File: config.mk
export PLATFORM = sky130hd
export DESIGN_NAME = uart_rx
export DESIGN_NICKNAME = d
export VERILOG_FILES = /design/src/rtl/uart_rx.sv
export SDC_FILE = /design/constraint.sdc
export NUM_CORES = 1
export LEC_CHECK = 0
export ABC_AREA = 1
export CORE_ASPECT_RATIO = 0.8
export CORE_MARGIN = 4
export CORE_UTILIZATION = 40
export DETAILED_ROUTE_END_ITERATION = 8
export PLACE_DENSITY = 0.68
export SETUP_SLACK_MARGIN = 0.15
export SLEW_MARGIN = 20
export SYNTH_ARGS = -nofsm -noshare
export SYNTH_HDL_FRONTEND = slang
export SYNTH_SLANG_ARGS = --single-unit
export TNS_END_PERCENT = 5
File: constraint.sdc
create_clock -name clk -period 2.19 [get_ports clk]
set_input_delay 0.219 -clock clk [delete_from_list [all_inputs] [get_ports clk]]
set_output_delay 0.219 -clock clk [all_outputs]
set_load 0.02 [all_outputs]
File: src/rtl/uart_rx.sv
// uart_rx: oversampling UART receiver with a fixed frame format.
// The frame is 1 start bit, 8 data bits (LSB first), an optional parity bit and 1 stop bit.
// Each bit is sampled three times around its centre and decided by a 2-of-3 majority vote.
// Prescale, Par_En and Par_Typ are captured at the start edge and held for the whole frame.
// Handshake: Data_Valid is a one-cycle pulse that qualifies P_DATA. There is no ready or
// back-pressure; the consumer must take P_DATA on the pulse or read the held value later.
// Par_Err and Stp_Err are one-cycle pulses that replace Data_Valid for a bad frame.
module uart_rx (
    input  logic       clk,
    input  logic       rst_n,
    input  logic       RX_IN,
    input  logic [5:0] Prescale,
    input  logic       Par_En,
    input  logic       Par_Typ,
    output logic [7:0] P_DATA,
    output logic       Data_Valid,
    output logic       Par_Err,
    output logic       Stp_Err
);

    typedef enum logic [2:0] {
        IDLE   = 3'd0,
        START  = 3'd1,
        DATA   = 3'd2,
        PARITY = 3'd3,
        STOP   = 3'd4
    } state_t;

    state_t     state;
    state_t     next_state;

    // Frame configuration, latched when a start edge is seen in IDLE
    logic [5:0] presc_q;
    logic       par_en_q;
    logic       par_typ_q;

    logic [5:0] edge_cnt;
    logic [3:0] bit_cnt;
    logic [1:0] samp_q;      // [0]: sample at P/2-1, [1]: sample at P/2
    logic [7:0] shift_q;
    logic       par_bad_q;

    logic [5:0] half;
    logic       at_s0;
    logic       at_s1;
    logic       at_s2;
    logic       at_last;
    logic       maj;
    logic       start_edge;

    // Sample points and majority vote. The third sample is the live line value, so the
    // decision is registered at the edge that closes count P/2+1.
    always_comb begin
        half       = {1'b0, presc_q[5:1]};
        at_s0      = (edge_cnt == (half - 6'd1));
        at_s1      = (edge_cnt == half);
        at_s2      = (edge_cnt == (half + 6'd1));
        at_last    = (edge_cnt == (presc_q - 6'd1));
        maj        = (samp_q[0] & samp_q[1]) | (samp_q[0] & RX_IN) | (samp_q[1] & RX_IN);
        start_edge = (state == IDLE) && !RX_IN;
    end

    // State register
    always_ff @(posedge clk) begin
        if (!rst_n) begin
            state <= IDLE;
        end else begin
            state <= next_state;
        end
    end

    // Next-state logic. A glitching start bit and the stop-bit decision both return to IDLE
    // at the sample point, so the tail of the stop bit is spent waiting for the next start edge.
    always_comb begin
        next_state = state;
        case (state)
            IDLE: begin
                if (!RX_IN) next_state = START;
            end
            START: begin
                if (at_s2 && maj)  next_state = IDLE;
                else if (at_last)  next_state = DATA;
            end
            DATA: begin
                if (at_last && (bit_cnt == 4'd7)) next_state = par_en_q ? PARITY : STOP;
            end
            PARITY: begin
                if (at_last) next_state = STOP;
            end
            STOP: begin
                if (at_s2) next_state = IDLE;
            end
            default: next_state = IDLE;
        endcase
    end

    // Config latch, edge and bit counters, samples, shift register and parity check
    always_ff @(posedge clk) begin
        if (!rst_n) begin
            presc_q   <= 6'd0;
            par_en_q  <= 1'b0;
            par_typ_q <= 1'b0;
            edge_cnt  <= 6'd0;
            bit_cnt   <= 4'd0;
            samp_q    <= 2'b00;
            shift_q   <= 8'h00;
            par_bad_q <= 1'b0;
        end else begin
            if (start_edge) begin
                presc_q   <= Prescale;
                par_en_q  <= Par_En;
                par_typ_q <= Par_Typ;
                par_bad_q <= 1'b0;
            end

            if (state == IDLE || next_state == IDLE || at_last) begin
                edge_cnt <= 6'd0;
            end else begin
                edge_cnt <= edge_cnt + 6'd1;
            end

            if (state == DATA) begin
                if (at_last) bit_cnt <= bit_cnt + 4'd1;
            end else begin
                bit_cnt <= 4'd0;
            end

            if (state != IDLE) begin
                if (at_s0) samp_q[0] <= RX_IN;
                if (at_s1) samp_q[1] <= RX_IN;
            end

            if (state == DATA && at_s2) begin
                shift_q <= {maj, shift_q[7:1]};
            end

            // Expected parity bit is the XOR of the data, inverted for odd parity
            if (state == PARITY && at_s2) begin
                par_bad_q <= maj ^ (^shift_q) ^ par_typ_q;
            end
        end
    end

    // Frame-end outputs: exactly one of valid or the error pulses, and P_DATA only on a good frame
    always_ff @(posedge clk) begin
        if (!rst_n) begin
            P_DATA     <= 8'h00;
            Data_Valid <= 1'b0;
            Par_Err    <= 1'b0;
            Stp_Err    <= 1'b0;
        end else begin
            Data_Valid <= 1'b0;
            Par_Err    <= 1'b0;
            Stp_Err    <= 1'b0;
            if (state == STOP && at_s2) begin
                if (!par_bad_q && maj) begin
                    Data_Valid <= 1'b1;
                    P_DATA     <= shift_q;
                end else begin
                    Par_Err <= par_bad_q;
                    Stp_Err <= !maj;
                end
            end
        end
    end

endmodule

==> results summary <==
The total negative slack for setup checks came out at 0 ns. The maximum clock rate is 481 MHz. The routability congestion estimate came out at 0.882. The total count of hold-check failures in the final report came to 0. Data on the critical path arrives at its endpoint at about 2.3 ns. The filler cell count is about 540. The number of antenna violations at the first check in global routing came out at 0. The DRC violation total after the first TritonRoute iteration came out at 179.

The path class of the tightest hold or removal check is register to register. The initial utilization of the core area, before any placement, comes to 0.417. The maximum number of pins on one net before global-route repair is 20. Yosys instantiated no cell more often than sky130_fd_sc_hd__nand2_1.

For this run, the slowest stage of the critical path takes 0.34 ns. The final worst slack came out at 0.111 ns. The aggregate global-route resource usage came out at 0.166. The critical path buffer and inverter count came out at 2. The final antenna-violating net count came out at 0. The clock tree skew after final layout came out at 0.0117 ns. The number of buffer cells added on primary ports came out at 21.

Hold timing on the final database bottoms out at a slack of 0.442 ns. The total via count in the routed design came out at 2245. By area the synthesized netlist is led by sky130_fd_sc_hd__dfxtp_1, sky130_fd_sc_hd__nand2_1, sky130_fd_sc_hd__a21oi_1, sky130_fd_sc_hd__inv_1, sky130_fd_sc_hd__nand3_1. The number of global-route vias before repair is between 2000 and 2500. The setup-violating endpoint count in the final report came out at 0.

The global-route wire length before repair is 9240 um. For the pin with the worst max-slew slack, the measured transition is 0.661 ns. The length of the first detailed-routing pass in iterations is 4. The chip width came out at approximately 93 um.

The area overhead of the layout relative to synthesis came out at 29.6%. The required time of the worst setup path came out at approximately 2.4 ns. In this run, synthesis inferred 0 flip-flops with an integrated enable.

The total grt overflow came out at 0. Of the cells placed in the final design, the portion with a size suffix greater than 1 is 0.171. Setup repair after global routing could not meet its margin everywhere. The power consumption came out at 0.00190 W. The synthesized area came out at 2290 um^2. The CTS tree is yes. The HPWL after detailed placement is 4060 um. The register bit count reported by yosys came out at between 40 and 50.

The number of max-slew violations in the final report is 0. The post-synthesis sequential area ratio is 0.376. The share of synthesized area in the top cell type comes to 0.376. The routed length per instance came out at 12.3 um. The number of buffers created by CTS is 5. The placeable core region came out at ~5500 um^2. The run finished with clean final reports. After synthesis, the most frequently instantiated cells are sky130_fd_sc_hd__nand2_1, sky130_fd_sc_hd__dfxtp_1, sky130_fd_sc_hd__inv_1. The antenna diode count came out at 0. The final critical-path required period is 2.08 ns.

Of all cell types, the one taking the most synthesized area is sky130_fd_sc_hd__dfxtp_1. The root buffer cell chosen for the clock tree is sky130_fd_sc_hd__clkbuf_8. The chip height came out at 75.7 um. When the netlist entered floorplanning its net count stood at roughly 360. The average footprint of a synthesized cell is 6.77 um^2. The critical path goes through clkinv_4 > buf_4 > ha_4 > nand2_2 > nor2_4 > nand3_2 > nand2_1 > nand2_2 > nor2_4 > nand4_1 > nand2_1 > nor2_1 > nor2_1 > nand2_1 > nand2_2 > nor2_1. Clock-pin slew was measured on the worst setup and hold paths at 0.09 ns. Clock tree synthesis found a total of 43 sinks. The Yosys step of the flow raised 0 warnings. After floorplanning, the core was divided into 24 placement rows.

The post-placement cell count came out at 441. After detailed routing, the number of vias per cell comes to 4.90. The kind of critical path is register to register.

The power density of the placed cells is 640 nW/um^2. Synthesis handed over a netlist of 338 instances. The most instantiated flip-flop cell in the synthesis netlist is sky130_fd_sc_hd__dfxtp_1. The number of nets in the layout is between 300 and 400. The H-tree depth reported by CTS came out at 2. The type of element launching the critical path is a register. In this design, the largest share of critical-path delay is due to simple AND/OR/NAND/NOR gates. The library cell contributing the largest single delay on the critical path is sky130_fd_sc_hd__dfxtp_2.

The worst setup path is captured at a register. Pin placement for this block handled 22 I/O pins. The insertion delay of the later-clocked pin in the worst-skew pair is around 0.30 ns.

The post-route clock period utilization is 0.949. The max-slew headroom at the worst pin came out at 0.548. The non-filler instance count after layout came out at 458. The worst-case IR drop observed on VDD is roughly 0.00032 V.

OpenSTA, run right after detailed placement, puts the worst setup slack at -0.0783 ns. The tool flagged a number of max-cap violations equal to 0. The unique cell type count in the Yosys netlist is 27. The number of buffers on the longest clock path is 2.

Of all nets on the critical path, the largest fanout is 6. The number of remaining DRC errors is 0. The total wirelength of the detailed-routed design is 5640 um. The die covers 7010 um^2. The leakage power total is between 1 and 1.5 nW.

The fraction of synthesis flops using an asynchronous set or reset pin came out at 0.
-- final cells by class --
type	instances	area, um^2	share of cell area
Tap cell	78	97.6	0.0329
Sequential cell	43	865	0.291
Clock buffer	5	68.8	0.0232
Multi-Input combinational cell	241	1320	0.445
Timing Repair Buffer	41	364	0.123
Clock inverter	3	67.6	0.0228
Inverter	47	184	0.0620
-- tightest hold or removal path, cell delays in order, from the launching register on --
cell and delay (ns):
sky130_fd_sc_hd__dfxtp_1 0.32, sky130_fd_sc_hd__inv_1 0.04, sky130_fd_sc_hd__a21oi_1 0.05
-- report_power, final --
group          total [W]  switching, W  internal (W)
sequential      0.000821     0.0000201      0.000801
clock           0.000741      0.000287      0.000455
combinational   0.000336      0.000194      0.000142
total            0.00190      0.000501       0.00140
-- logic make-up (layout without fill, tap and decap cells) --
group | count (synthesis) | in the layout | synth area share
and+or+nand+nor | 160 | 160 | 0.303
xor gates and xnor gates | 18 | 18 | 0.0689
buffers and inverters | 54 | 96 | 0.0907
DFF | 43 | 43 | 0.376
AOI/OAI and AO/OA | 57 | 57 | 0.128
adders and majority gates | 6 | 6 | 0.0328
-- metal layers --
metal  vias up  part of all wire  global-route usage
met5         -                 0                   0
met3         4             0.062              0.0355
met1      1007              0.50               0.235
met4         0            0.0062              0.0395
met2        68              0.43               0.262
li1       1166                 -                   -
-- final timing paths --
check	from	endpoint	slack, ns	cells past startpoint
worst max-delay path	presc_q[1]$_SDFFE_PN0P_	edge_cnt[0]$_SDFF_PP0_	0.11	16
worst min-delay path	P_DATA[2]$_SDFFE_PN0P_	P_DATA[2]$_SDFFE_PN0P_	0.44	2
worst max register to register	presc_q[1]$_SDFFE_PN0P_	edge_cnt[0]$_SDFF_PP0_	0.11	16
worst min register to register	P_DATA[2]$_SDFFE_PN0P_	P_DATA[2]$_SDFFE_PN0P_	0.44	2
-- stage by stage --
step	cell area, um^2	utilization
3_3_place_gp	2650	0.482
4_1_cts	2860	0.520
6_report	2970	0.540
5_1_grt	2970	0.540
3_5_place_dp	2650	0.482
2_1_floorplan	2290	-
-- cells in the final DEF, fill, tap and decap left out, types with 3 or more instances in the layout --
| cell type | netlist | routed |
|---|---|---|
| sky130_fd_sc_hd__nand2_1 | 79 | 75 |
| sky130_fd_sc_hd__inv_1 | 40 | 38 |
| sky130_fd_sc_hd__dfxtp_2 | 0 | 3 |
| sky130_fd_sc_hd__a21oi_1 | 32 | 32 |
| sky130_fd_sc_hd__nand2_2 | 4 | 6 |
| sky130_fd_sc_hd__o21ai_1 | 4 | 4 |
| sky130_fd_sc_hd__clkbuf_8 | 0 | 5 |
| sky130_fd_sc_hd__dfxtp_1 | 43 | 40 |
| sky130_fd_sc_hd__buf_4 | 1 | 19 |
| sky130_fd_sc_hd__nor2_2 | 3 | 3 |
| sky130_fd_sc_hd__inv_2 | 5 | 5 |
| sky130_fd_sc_hd__nand3_2 | 2 | 3 |
| sky130_fd_sc_hd__o21ai_0 | 18 | 13 |
| sky130_fd_sc_hd__xnor2_1 | 9 | 9 |
| sky130_fd_sc_hd__nor3_1 | 10 | 10 |
| sky130_fd_sc_hd__nor2_4 | 1 | 3 |
| sky130_fd_sc_hd__xor2_1 | 9 | 9 |
| sky130_fd_sc_hd__ha_1 | 6 | 3 |
| sky130_fd_sc_hd__nand3_1 | 27 | 25 |
| sky130_fd_sc_hd__clkdlybuf4s50_1 | 0 | 21 |
| sky130_fd_sc_hd__nor2_1 | 30 | 28 |
| sky130_fd_sc_hd__o21ai_2 | 0 | 5 |
-- repair_timing --
item,in CTS,in global routing
pin swaps,7,21
endpoints found under the setup margin,15,24
buffers inserted,4,5
gates resized for setup,14,23
hold buffers,0,0
-- sequential cells by signal, summed over array words and instances (netlist names) --
name        count
Data_Valid      1
P_DATA          8
Par_Err         1
Stp_Err         1
bit_cnt         4
edge_cnt        6
par_bad_q       1
par_en_q        1
par_typ_q       1
presc_q         6
samp_q          2
shift_q         8
state           3
(Power assumes the default switching activity.)
